===== src/rtl/traffic_light_sequencer.sv =====
// ---------------------------------------------------------------------------
// traffic_light_sequencer
//
// Purpose:
//   Main/side-street traffic light state machine with a one-second based
//   countdown timer. Each state asks the upstream time-parameter store for
//   its duration through interval_code, then loads the returned value
//   (seconds) into the timer. Handles the side-street sensor extension and
//   a latched pedestrian walk request.
//
// Ports:
//   clk           in   system clock
//   reset         in   synchronous, active-high reset
//   sensor        in   side-street vehicle present (already synchronised)
//   walk_request  in   pedestrian request, single-cycle pulse is enough
//   prog_sync     in   new timing programmed, restart the sequence at MG1
//   value         in   duration in seconds for the current interval_code,
//                      valid one cycle after interval_code changes
//   interval_code out  duration select: 00 t_base, 01 t_ext, 10 t_yel
//   main_light    out  main street {red,yellow,green}, one-hot
//   side_light    out  side street {red,yellow,green}, one-hot
//   walk_lamp     out  pedestrian walk indicator
//   state_dbg     out  current state encoding
// ---------------------------------------------------------------------------
module traffic_light_sequencer #(
    parameter int CLK_PER_SEC = 50000000
) (
    input  logic       clk,
    input  logic       reset,
    input  logic       sensor,
    input  logic       walk_request,
    input  logic       prog_sync,
    input  logic [3:0] value,
    output logic [1:0] interval_code,
    output logic [2:0] main_light,
    output logic [2:0] side_light,
    output logic       walk_lamp,
    output logic [2:0] state_dbg
);

    localparam int DIV_W = (CLK_PER_SEC > 1) ? $clog2(CLK_PER_SEC) : 1;
    localparam logic [DIV_W-1:0] DIV_LAST = DIV_W'(CLK_PER_SEC - 1);
    localparam logic [DIV_W-1:0] DIV_ONE  = DIV_W'(1);

    localparam logic [2:0] LIGHT_R = 3'b100;
    localparam logic [2:0] LIGHT_Y = 3'b010;
    localparam logic [2:0] LIGHT_G = 3'b001;

    localparam logic [1:0] CODE_BASE = 2'b00;
    localparam logic [1:0] CODE_EXT  = 2'b01;
    localparam logic [1:0] CODE_YEL  = 2'b10;

    typedef enum logic [2:0] {
        MG1  = 3'd0,
        MG2  = 3'd1,
        MY   = 3'd2,
        WALK = 3'd3,
        SG   = 3'd4,
        SGX  = 3'd5,
        SY   = 3'd6
    } state_t;

    state_t           state;
    state_t           next_state;
    logic [1:0]       load_stage;
    logic [3:0]       counter;
    logic [DIV_W-1:0] divider;
    logic             walk_pending;

    logic             tick;
    logic             expiry;
    logic             advance;
    logic [1:0]       next_code;
    logic [2:0]       next_main;
    logic [2:0]       next_side;
    logic             next_walk_lamp;

    // load_stage walks 2 -> 1 -> 0 after every state entry: stage 2 is the
    // cycle where the new interval_code reaches the store, stage 1 is the
    // cycle where its value is valid and gets loaded. Ticks only run in 0.
    assign tick    = (load_stage == 2'd0) && (divider == DIV_LAST);
    assign expiry  = tick && (counter == 4'd1);
    assign advance = prog_sync || expiry;

    assign state_dbg = state;

    // Next-state selection; prog_sync outranks a same-cycle expiry.
    always_comb begin
        next_state = state;
        if (prog_sync) begin
            next_state = MG1;
        end else if (expiry) begin
            case (state)
                MG1:     next_state = MG2;
                MG2:     next_state = MY;
                MY:      next_state = walk_pending ? WALK : SG;
                WALK:    next_state = SG;
                SG:      next_state = sensor ? SGX : SY;
                SGX:     next_state = SY;
                SY:      next_state = MG1;
                default: next_state = MG1;
            endcase
        end
    end

    // Output values for the state being entered. They are only registered
    // on an advance, so sampling sensor here captures it on the MG1 expiry
    // cycle and holds the MG2 code for the whole of MG2.
    always_comb begin
        next_code      = CODE_BASE;
        next_main      = LIGHT_R;
        next_side      = LIGHT_R;
        next_walk_lamp = 1'b0;
        case (next_state)
            MG1: begin
                next_code = CODE_BASE;
                next_main = LIGHT_G;
            end
            MG2: begin
                next_code = sensor ? CODE_EXT : CODE_BASE;
                next_main = LIGHT_G;
            end
            MY: begin
                next_code = CODE_YEL;
                next_main = LIGHT_Y;
            end
            WALK: begin
                next_code      = CODE_EXT;
                next_walk_lamp = 1'b1;
            end
            SG: begin
                next_code = CODE_BASE;
                next_side = LIGHT_G;
            end
            SGX: begin
                next_code = CODE_EXT;
                next_side = LIGHT_G;
            end
            SY: begin
                next_code = CODE_YEL;
                next_side = LIGHT_Y;
            end
            default: begin
                next_code = CODE_BASE;
            end
        endcase
    end

    // Walk request latch. It clears only on the normal WALK exit; requests
    // during WALK are dropped, and a prog_sync restart leaves it pending.
    always_ff @(posedge clk) begin
        if (reset) begin
            walk_pending <= 1'b0;
        end else if ((state == WALK) && expiry && !prog_sync) begin
            walk_pending <= 1'b0;
        end else if (walk_request && (state != WALK)) begin
            walk_pending <= 1'b1;
        end
    end

    // State, registered outputs and the load/countdown timer.
    // A value of 0 is loaded as 1 so every state lasts at least one second.
    always_ff @(posedge clk) begin
        if (reset) begin
            state         <= MG1;
            interval_code <= CODE_BASE;
            main_light    <= LIGHT_G;
            side_light    <= LIGHT_R;
            walk_lamp     <= 1'b0;
            counter       <= 4'd0;
            divider       <= '0;
            load_stage    <= 2'd2;
        end else if (advance) begin
            state         <= next_state;
            interval_code <= next_code;
            main_light    <= next_main;
            side_light    <= next_side;
            walk_lamp     <= next_walk_lamp;
            divider       <= '0;
            load_stage    <= 2'd2;
        end else if (load_stage == 2'd2) begin
            load_stage <= 2'd1;
        end else if (load_stage == 2'd1) begin
            counter    <= (value == 4'd0) ? 4'd1 : value;
            divider    <= '0;
            load_stage <= 2'd0;
        end else begin
            if (tick) begin
                divider <= '0;
                counter <= counter - 4'd1;
            end else begin
                divider <= divider + DIV_ONE;
            end
        end
    end

endmodule


===== config.mk =====
export PLATFORM = sky130hd
export DESIGN_NAME = traffic_light_sequencer
export DESIGN_NICKNAME = d
export VERILOG_FILES = /design/src/rtl/traffic_light_sequencer.sv
export SDC_FILE = /design/constraint.sdc
export NUM_CORES = 1
export LEC_CHECK = 0
export ABC_AREA = 1
export CORE_UTILIZATION = 55
export DETAILED_ROUTE_END_ITERATION = 12
export PLACE_DENSITY = 0.85
export SETUP_SLACK_MARGIN = 0.3
export SLEW_MARGIN = 10
export SYNTH_ARGS = -nofsm -noshare
export SYNTH_HDL_FRONTEND = slang
export SYNTH_SLANG_ARGS = --single-unit

===== constraint.sdc =====
create_clock -name clk -period 3.5 [get_ports clk]
set_input_delay 0.7 -clock clk [delete_from_list [all_inputs] [get_ports clk]]
set_output_delay 0.7 -clock clk [all_outputs]
set_load 0.02 [all_outputs]

==> summary.md, run 1 <==
| Metric | Value |
|---|---|
| Status | completed |
| DR vias | 2205 |
| WP data required | 3690 ps |
| FFs w/ async S/R, synth | 0% |
| Post-synthesis cell count | 349 |
| Most common cell after layout, fill and taps aside | nand2_1 |
| Placer Congestion | 0.934 |
| WL met1 | 2220 µm |
| Layout area overhead | 14.0% |
| Nets | 387 |
| Htree depth | 2 |
| Synth unique cells | 36 |
| Clk pwr share | 39.9% |
| Post-Route Utilization | 65.5% |
| Post-synth EDFFs | 0 |
| Residual DRC count | 0 |
| Top_reg_cell synth | dfxtp_1 |
| Synthesized flop and latch total | 45 |
| Worst hold slack | 458 ps |
| R2R Path Start | load_stage[0] |
| Crit path DAT | 2290 ps |
| VDD IR max | 0.299 mV |
| Largest net degree at the start of global routing | 23 |
| Min Tclk post-route | 2100 ps |
| Hold Path Origin | interval_code[1] |
| Tightest Pin Transition | 475 ps |
| Grt ovf | 0 |
| # IOs | 21 |
| Static Leak | 1.15 nW |
| Post-route cell area | 2850 µm² |
| Post-route ant nets | 0 |
| Tcrit/Tclk final | 60.1% |
| Setup TNS | 0 ps |
| Critical path startpoint category | flip-flop |
| Tot Pwr | 974 µW |
| Die Width | 69.4 µm |
| Fin. max-slew vios | 0 |
| Post-Route WL | 4910 µm |
| CTS clock-pin slew for the worst setup and hold paths | 80 ps |
| CTS tree | done |
| Final hold violations | 0 |
| PortBufs | 20 |
| Switching portion of total power | 22.3% |
| TritonCTS sink count | 45 |
| Syn nets | 364 |
| Setup Buffers After CTS | 0 |
| Detailed Route Iter0 Violations | 131 |
| Critical path fanouts, max | 6 |
| First-pass GRT wire length | 8740 µm |
| Routed len/inst | 11.5 µm |
| Number of global-route vias before repair | 2137 |
| Avg Vias per Cell | 5.19 |
| Sequential area share after synthesis | 36.0% |
| RSZ-0062 raised after global routing | no |
| Clock Path Buffers | 2 |
| WS Path Type | reg -> reg |
| Switch Pwr | 217 µW |
| GRT Total Usage | 22.2% |
| Routed wl met2 | 2350 µm |
| Worst Skew | 6.43 ps |
| P_int | 757 µW |
| DR pass1 iterations | 4 |
| Worst skew pair latency | 300 ps |
| Chip Height | 69.4 µm |
| Top Metal Used | met4 |
| Power Dens Cells | 342 nW/µm² |
| Met3 Routed Length | 219 µm |
| Starting Density | 57.4% |
| Final setup viols | 0 |
| Share of layout cells above drive strength 1 | 10.7% |
| Most frequent cells in the layout | nand2_1, nor2_1, inv_1 |
| Hold Buf Count CTS | 0 |
| Pre-CTS setup slack | 1230 ps |
| Core area | 4350 µm² |
| Final Worst Setup Slack | 1400 ps |
| Crit path from | load_stage[0] |
| Synth Warn # | 0 |
| Max-Cap Viols | 0 |
| Initial antenna violation count | 0 |
| Logic pwr share | 6.7% |
| Sequential power share | 53.5% |
| Cell Area, Synth | 2500 µm² |
| Placed cell count | 417 |
| Root Driver | clkbuf_8 |
| Die ar. | 4820 µm² |
| Slew Limit Headroom | 68.2% |
| Max Clock Freq | 475 MHz |
| Syn avg cell area | 7.17 µm² |
| Ant. Diodes | 0 |
| Inserted Clock Buffers | 5 |
| Hold WC Path Type | reg -> reg |
| Crit. End Element | flip-flop |
| Final cell count without fillers | 425 |
| Post-cts resize count | 0 |
| # rows | 24 |
| DP Wirelength | 3740 µm |
| Area after DPL | 2740 µm² |
[cell usage after synthesis (2+ instances only)]
cell	number	area share (%)
nand2_1	66	9.9
dfxtp_1	45	36
xor2_1	8	2.8
ha_1	6	3.0
o21ai_0	16	3.2
nor3_1	8	1.6
nand3_2	3	1.2
nor3_2	4	1.6
nor4_1	2	0.50
nand3_1	23	4.6
nand2_4	3	1.4
a21oi_1	14	2.8
nand4_1	7	1.8
nor2_4	7	3.2
a31oi_1	3	0.75
xnor2_1	4	1.4
nor2_2	3	0.75
inv_2	2	0.30
o21ai_2	2	0.70
nor2_1	56	8.4
inv_1	49	7.4
nand2_2	4	1.0
[worst max-delay path, cell delays in order (launching register included)]
cell     delay (ps)
dfxtp_1         340
inv_1            70
ha_1            280
nor2_1          270
nand3_2         180
nor3_4          240
nand3_2         150
nor2_4          160
nand2_1          80
o21ai_0         160
a21oi_1          50
[sequential cells by signal, indices dropped and copies added (netlist names)]
name	count
load_stage	2
walk_lamp	1
main_light	3
interval_code	2
side_light	3
state_dbg	3
counter	4
divider	26
walk_pending	1
[layer usage]
layer  track usage [%]  up-vias
met5                 0        -
met4              10.4        0
met3              4.51       15
met2              37.5       51
met1              26.8      975
li1                  -     1164
[layout make-up]
cell class	instances	area [µm²]
Timing Repair Buffer	20	200
Fill cell	382	1500
Sequential cell	45	901
Tap cell	52	65.1
Clock inverter	2	38.8
Multi-Input combinational cell	249	1380
Clock buffer	6	72.6
Inverter	51	191
[path summary, 6_finish.rpt]
path | to | slack [ps] | cells past startpoint
min | interval_code[1] | 460 | 2
max reg2reg | divider[21] | 1400 | 10
max | divider[21] | 1400 | 10
min reg2reg | interval_code[1] | 460 | 2
[power by group through the flow]
stage | logic, mW | clock network (mW) | registers [mW]
2_1_floorplan | 0.0414 | 0 | 0.535
3_3_place_gp | 0.0634 | 0 | 0.533
3_5_place_dp | 0.0648 | 0 | 0.533
4_1_cts | 0.0652 | 0.399 | 0.521
5_1_grt | 0.0730 | 0.417 | 0.522
6_report | 0.0650 | 0.388 | 0.521
[cell families (layout without fill, tap and decap cells)]
group	Yosys count	in the layout	synth area share, %
AND/OR/NAND/NOR	191	191	38.9
buffers and inverters	55	79	8.70
flip-flops	45	45	36.0
AO/OA/AOI/OAI	40	40	9.21
XOR/XNOR	12	12	4.20
adder cells (fa/ha/maj)	6	6	3.00
(Power assumes the default switching activity.)
==> run 2: changes to the inputs <==
==> constraint.sdc (replaced) <==
create_clock -name clk -period 2 [get_ports clk]
set_input_delay 0.4 -clock clk [delete_from_list [all_inputs] [get_ports clk]]
set_output_delay 0.4 -clock clk [all_outputs]
set_load 0.02 [all_outputs]
==> summary.md, run 2 (synthesis results as in run 1) <==
| Metric | Value |
|---|---|
| Hold WC Path Type | reg -> reg |
| Grt ovf | 0 (unchanged) |
| # rows | 24 (unchanged) |
| TritonCTS sink count | 45 (unchanged) |
| Crit path DAT | 2010 ps (-280 ps) |
| Critical path fanouts, max | 4 (-2) |
| WS Path Type | reg -> reg |
| Most common cell after layout, fill and taps aside | nand2_1 |
| Root Driver | clkbuf_8 |
| Number of global-route vias before repair | 2378 (+11%) |
| Clock Path Buffers | 2 (unchanged) |
| Busiest grt layer | met2 |
| Critical path, cell by cell | inv_4 > ha_4 > nor2_4 > nand3_4 > nor3_4 > nand3_2 > nor2_4 > buf_6 > xnor2_2 > nor2_1 |
| Tcrit/Tclk final | 90.1% (+30 points) |
| Status | completed |
| Met1 Resource Use GR | 29.1% (+2.3 points) |
| Inserted Clock Buffers | 5 (unchanged) |
| Met3 usage | 4.94% (+0.44 points) |
| Fin. max-slew vios | 0 (unchanged) |
| Final hold violations | 0 (unchanged) |
| Hold Buf Count CTS | 0 (unchanged) |
| CTS clock-pin slew for the worst setup and hold paths | 90 ps (about the same) |
| Starting Density | 57.4% (unchanged) |
| Power Dens Cells | 501 nW/µm² (+47%) |
| Fill count | 294 (-23%) |
| Die Width | 69.4 µm (unchanged) |
| Crit path max-delay family | simple AND/OR/NAND/NOR gates |
| Slew Limit Headroom | 77.1% (+8.9 points) |
| DP Wirelength | 3880 µm (+3.7%) |
| Min Tclk post-route | 1800 ps (-303 ps) |
| Max Clock Freq | 555 MHz (+17%) |
| Placed cell count | 421 (+0.96%) |
| DR vias | 2438 (+11%) |
| Routed len/inst | 13.6 µm (+18%) |
| Pre-CTS setup slack | 87.3 ps (-1140 ps) |
| Largest net degree at the start of global routing | 16 (-30%) |
| Ant. Diodes | 0 (unchanged) |
| Residual DRC count | 0 (unchanged) |
| Post-route ant nets | 0 (unchanged) |
| # IOs | 21 (unchanged) |
| Critical path startpoint category | flip-flop |
| DR pass1 iterations | 5 (+1) |
| Max stage delay on crit path | 360 ps (+20 ps) |
| RSZ-0062 raised after global routing | yes |
| Final Worst Setup Slack | 198 ps (-1200 ps) |
| Post-Route WL | 6230 µm (+27%) |
| Slowest cell on the critical path | dfxtp_2 |
| PortBufs | 20 (unchanged) |
| Share of layout cells above drive strength 1 | 29.9% (+19 points) |
| Buf/Inv on CP | 2 (+1) |
| Most frequent cells in the layout | nand2_1, nor2_1, inv_1 |
| Max-Cap Viols | 0 (unchanged) |
| CTS tree | done |
| Placer Congestion | 0.870 (-6.8%) |
| Layout area overhead | 33.6% |
| Setup TNS | 0 ps (unchanged) |
| Cell mode on critical path | nor2_4 |
| Tightest Pin Transition | 343 ps (-132 ps) |
| Detailed Route Iter0 Violations | 127 (-3.1%) |
| Final setup viols | 0 (unchanged) |
| WP data required | 2210 ps (-1480 ps) |
| Max FFs per register | 26 (unchanged) |
| Worst skew pair latency | 310 ps (about the same) |
| Initial antenna violation count | 0 (unchanged) |
| Core area | 4350 µm² (unchanged) |
| Final cell count without fillers | 457 (+7.5%) |
| Avg Vias per Cell | 5.33 (+2.8%) |
| Nets | 419 (+8.3%) |
| Largest registers | divider: 26 flops, counter: 4 flops |
| Post-Route Utilization | 76.7% (+11 points) |
| Reg with most FFs | divider |
| GRT Total Usage | 25.3% (+3.2 points) |
| Static Leak | 1.36 nW (+18%) |
| First-pass GRT wire length | 10000 µm (+15%) |
| Worst Skew | 7.52 ps (+1.09 ps) |
| Crit. End Element | flip-flop |
| Die ar. | 4820 µm² (unchanged) |
| VDD IR max | 0.446 mV (+50%) |
| Chip Height | 69.4 µm (unchanged) |
| GRT met2 Usage | 45.3% (+7.8 points) |
| Htree depth | 2 (unchanged) |
## run 2: cell types whose count changed in the layout (fill, tap and decap cells not counted), moves of 5 or more
| cell | change |
|---|---|
| buf_4 | +26 |
| buf_6 | +5 |
| dfxtp_1 | -13 |
| dfxtp_2 | +10 |
| inv_1 | -7 |
| nand2_1 | -6 |
| nand2_2 | +6 |
| nor2_1 | -7 |
| o21ai_0 | -9 |
| o21ai_1 | +6 |
## run 2: metrics by stage
step	area (µm²)	hold slack, ps	total power [mW]
2_1_floorplan	2510	448	1.01
3_3_place_gp	2780	447	1.05
3_5_place_dp	2780	447	1.06
4_1_cts	3110	462	1.65
5_1_grt	3340	487	1.73
6_report	3340	458	1.67
## run 2: worst reg2reg max path: cells and delay by family, from the launching register on
kind          cells  cell delay [ps]
xor+xnor          1              100
fa+ha+maj         1              180
buf+inv           2              180
flops             1              360
simple gates      6              870
## run 2: path summary, 6_finish.rpt
check / startpoint / to / slack (ps) / cells after the start
setup / recovery: load_stage[0] / divider[17] / 200 / 10
hold reg to reg: interval_code[1] / interval_code[1] / 460 / 2
setup reg to reg: load_stage[0] / divider[17] / 200 / 10
hold / removal: interval_code[1] / interval_code[1] / 460 / 2
## run 2: report_power, final
part	total (mW)	internal, mW	leakage [nW]	switching (mW)
logic	0.182	0.0862	0.943	0.0958
registers	0.914	0.904	0.371	0.00966
clock network	0.577	0.248	0.0445	0.329
total	1.67	1.24	1.36	0.434
## run 2: routing by layer
metal  share of wire [%]  up-vias  routed length (µm)
met5                   0        -                   0
met1                  41     1114                2570
met3                 4.1       19                 254
met2                  52       72                3220
met4                 2.9        0                 183
li1                    -     1233                   -
## run 2: cell type report
type	count	area (µm²)	share of cell area, %
clock buffers	5	68.8	2.06
repair buffers	52	470	14.1
clock inverters	3	21.3	0.637
well taps	52	65.1	1.95
flip-flops and latches	45	925	27.7
multi-input cells	249	1590	47.6
inverters	51	201	6.03
## run 2: timing repair
action | CTS | global route
buffers inserted | 16 | 12
endpoints found under the hold margin | 0 | 0
endpoints found under the setup margin | 41 | 41
gates resized for setup | 30 | 54
pin swaps | 15 | 25
==> run 3: changes to the inputs <==
--- a/config.mk
+++ b/config.mk
@@ -5,11 +5,10 @@
 export SDC_FILE = /design/constraint.sdc
 export NUM_CORES = 1
 export LEC_CHECK = 0
-export ABC_AREA = 1
 export CORE_UTILIZATION = 55
 export DETAILED_ROUTE_END_ITERATION = 12
-export PLACE_DENSITY = 0.85
-export SETUP_SLACK_MARGIN = 0.3
+export DONT_BUFFER_PORTS = 1
+export PLACE_DENSITY = 0.79
 export SLEW_MARGIN = 10
 export SYNTH_ARGS = -nofsm -noshare
 export SYNTH_HDL_FRONTEND = slang
==> summary.md, run 3 <==
| Metric | Value |
|---|---|
| Max Clock Freq | 435 MHz (-22%) |
| Hold Path Origin | reset |
| TritonCTS sink count | 45 (unchanged) |
| Hold Path Stages | 1 (-1) |
| CTS clock-pin slew for the worst setup and hold paths | 80 ps (about the same) |
| R2R Setup Slk | -300 ps (-500 ps) |
| WP data required | 2240 ps (+30 ps) |
| Met3 usage | 6.51% (+1.6 points) |
| Failing checks | negative setup slack |
| Tightest Pin Transition | 692 ps (+349 ps) |
| Largest family of logic cells by synthesized area | simple AND/OR/NAND/NOR gates |
| Most common cell after layout, fill and taps aside | dfxtp_1 |
| Synth Area in Simple Gates | 31.0% (-7.8 points) |
| Tcrit/Tclk final | 115% (+25 points) |
| Synth unique cells | 42 (+17%) |
| Synth Area in Compound Gates | 9.68% (+0.47 points) |
| First-pass GRT wire length | 8840 µm (-12%) |
| RSZ-0062 raised after global routing | yes |
| Fin. max-slew vios | 0 (unchanged) |
| Grt ovf | 0 (unchanged) |
| Reg with most FFs | divider |
| Post-synthesis adder-cell area fraction | 3.44% (+0.43 points) |
| Critical path startpoint category | flip-flop |
| GRT Total Usage | 27.5% (+2.2 points) |
| DP Wirelength | 3560 µm (-8.3%) |
| WS Path Type | reg -> reg |
| Critical path, cell by cell | ha_4 > or4b_4 > nor4_4 > buf_4 > nand4_1 > or4_1 > a21oi_1 |
| Max FFs per register | 26 (unchanged) |
| Largest net degree at the start of global routing | 16 (unchanged) |
| Detailed Route Iter0 Violations | 216 (+70%) |
| Ant. Diodes | 0 (unchanged) |
| Syn nets | 277 (-24%) |
| Synthesized flop and latch total | 45 (unchanged) |
| Starting Density | 58.4% (+0.91 points) |
| Layout area overhead | 35.0% |
| DR pass1 iterations | 5 (unchanged) |
| Core area | 3740 µm² (-14%) |
| Worst skew pair latency | 310 ps (about the same) |
| Pre-CTS setup slack | -264 ps (-351 ps) |
| Area after DPL | 2490 µm² (-10%) |
| Synth top area share | 41.2% (+5.2 points) |
| Area contributors post-synth | dfxtp_1, xor2_1, nor2_1, nand3_1, nand2_1 |
| Post-synthesis cell count | 262 (-25%) |
| Chip Height | 65.0 µm (-6.4%) |
| Slew Limit Headroom | 53.6% (-24 points) |
| Residual DRC count | 0 (unchanged) |
| Worst Skew | 8.56 ps (+1.05 ps) |
| FFs w/ async S/R, synth | 0% (unchanged) |
| Largest registers | divider: 26 flops, counter: 4 flops |
| GRT met2 Usage | 47.4% (+2.1 points) |
| Post-synth top area cell | dfxtp_1 |
| Synth Warn # | 0 (unchanged) |
| Root Driver | clkbuf_8 |
| Initial antenna violation count | 0 (unchanged) |
| Final setup viols | 45 (+45) |
| Crit path DAT | 2540 ps (+530 ps) |
| Number of global-route vias before repair | 2066 (-13%) |
| Crit path max-delay family | simple AND/OR/NAND/NOR gates |
| Buf/Inv on CP | 1 (-1) |
| PortBufs | 0 (-100%) |
| R2R Path Start | divider[0] |
| Htree depth | 2 (unchanged) |
| Sequential area share after synthesis | 41.2% (+5.2 points) |
| Final hold violations | 0 (unchanged) |
| Crit. End Element | flip-flop |
| Commonest cells post-synth | dfxtp_1, nor2_1, nand2_1 |
| Most frequent cells in the layout | dfxtp_1, buf_4, nor2_1 |
| Busiest grt layer | met2 |
| Max-Cap Viols | 0 (unchanged) |
| CTS tree | done |
| Status | complete, but fails checks |
| # IOs | 21 (unchanged) |
| Critical path fanouts, max | 3 (-1) |
| Static Leak | 1.03 nW (-24%) |
| VDD IR max | 0.490 mV (+9.7%) |
| Reg2Reg Depth | 7 (-3) |
| Die ar. | 4230 µm² (-12%) |
| Routed len/inst | 17.5 µm (+29%) |
| Post-Route WL | 6230 µm (about the same) |
| Share of layout cells above drive strength 1 | 36.2% (+6.3 points) |
| Top_reg_cell synth | dfxtp_1 |
| Power Dens Cells | 548 nW/µm² (+9.5%) |
| Most numerous cell in the Yosys netlist | dfxtp_1 |
| Die Width | 65.0 µm (-6.4%) |
| Nets | 322 (-23%) |
| Placer Congestion | 0.796 (-8.6%) |
| Hold WC Path Type | in -> reg |
| Worst r2r dst | main_light[1] |
| Worst hold slack | 161 ps (-297 ps) |
| Post-route cell area | 2950 µm² (-12%) |
| Post-route ant nets | 0 (unchanged) |
| Max stage delay on crit path | 470 ps (+110 ps) |
| Slowest cell on the critical path | or4_1 |
| # rows | 22 (-8.3%) |
| Clock Path Buffers | 2 (unchanged) |
| WHS Endpoint | walk_pending |
| XOR/XNOR share of the synthesized area | 10.0% (+5.8 points) |
| Syn avg cell area | 8.34 µm² (+16%) |
| Inserted Clock Buffers | 5 (unchanged) |
| Met1 Resource Use GR | 31.1% (+1.9 points) |
| Avg Vias per Cell | 5.98 (+12%) |
| DR vias | 2124 (-13%) |
| Mux share of post-synthesis cell area | 1.43% (+1.4 points) |
| Final Worst Setup Slack | -299 ps (-497 ps) |
| Cell Area, Synth | 2180 µm² (-13%) |
| Post-synth EDFFs | 0 (unchanged) |
| Min Tclk post-route | 2300 ps (+497 ps) |
[run 3: changes by cell type in the layout (fill, tap and decap cells not counted), sizes merged, moves of 3 or more]
cell / change
xor2: +11
nand2: -50
dlygate4sd2: -3
nor2: -25
inv: -44
clkdlybuf4s50: -16
buf: +15
nand3: -8
a31oi: -3
nor2b: +4
o21ai: -12
and3: +4
nand2b: +3
[run 3: worst reg2reg max path, cell delays in order (launching register included)]
cell and delay [ps]:
dfxtp_2 360, ha_4 130, or4b_4 460, nor4_4 330, buf_4 160, nand4_1 140, or4_1 470, a21oi_1 170
[run 3: through the flow]
step | setup TNS [ps] | total power, mW | instances | utilization (%)
finish | -9470 | 1.62 | 355 | 78.8
global route | -14780 | 1.67 | 355 | 78.8
CTS | -6370 | 1.60 | 352 | 73.7
detailed placement | -7020 | 1.01 | 336 | 66.6
global placement | -5410 | 1.00 | 336 | 66.6
floorplan | -5310 | 0.986 | 262 | -
[run 3: report_power, final]
part | internal [mW] | switching (mW) | leakage [nW]
Clock | 0.273 | 0.317 | 0.0433
Sequential | 0.902 | 0.00640 | 0.364
Combinational | 0.0496 | 0.0678 | 0.620
Total | 1.23 | 0.391 | 1.03
[run 3: final cells by class]
type | instances | area (µm²)
multi-input cells | 200 | 1460
clock inverters | 1 | 7.51
repair buffers | 47 | 410
flip-flops and latches | 45 | 903
fillers | 215 | 795
clock buffers | 6 | 82.6
inverters | 8 | 30.0
well taps | 48 | 60.1
[run 3: repair_timing]
| item | CTS | global route |
|---|---|---|
| pin swaps | 6 | 26 |
| resized for setup | 32 | 47 |
| endpoints found under the setup margin | 45 | 45 |
| setup buffers | 7 | 3 |
| gates cloned | 2 | 0 |
| hold buffers | 0 | 0 |
[run 3: cells by family after synthesis]
| logic type | Yosys count |
|---|---|
| and+or+nand+nor | 133 |
| AOI/OAI and AO/OA | 33 |
| adders and majority gates | 6 |
| buffers and inverters | 17 |
| xor gates and xnor gates | 25 |
| DFF | 45 |
| muxes | 3 |
[run 3: worst max-delay path by stage]
| stage | from | depth (start not counted) | slack (ps) | endpoint |
|---|---|---|---|---|
| 6_report | divider[0] | 7 | -300 | main_light[1] |
| 5_1_grt | divider[0] | 8 | -370 | walk_pending |
| 4_1_cts | divider[0] | 6 | -270 | counter[1] |
| 3_5_place_dp | divider[0] | 6 | -260 | counter[0] |
| 3_3_place_gp | divider[0] | 6 | -230 | counter[1] |
| 2_1_floorplan | divider[0] | 6 | -250 | counter[1] |
[run 3: metal layers]
metal	vias to the layer above	wire, µm
met4	0	210
met5	-	0
met3	25	430
met2	99	3100
li1	993	-
met1	1007	2490
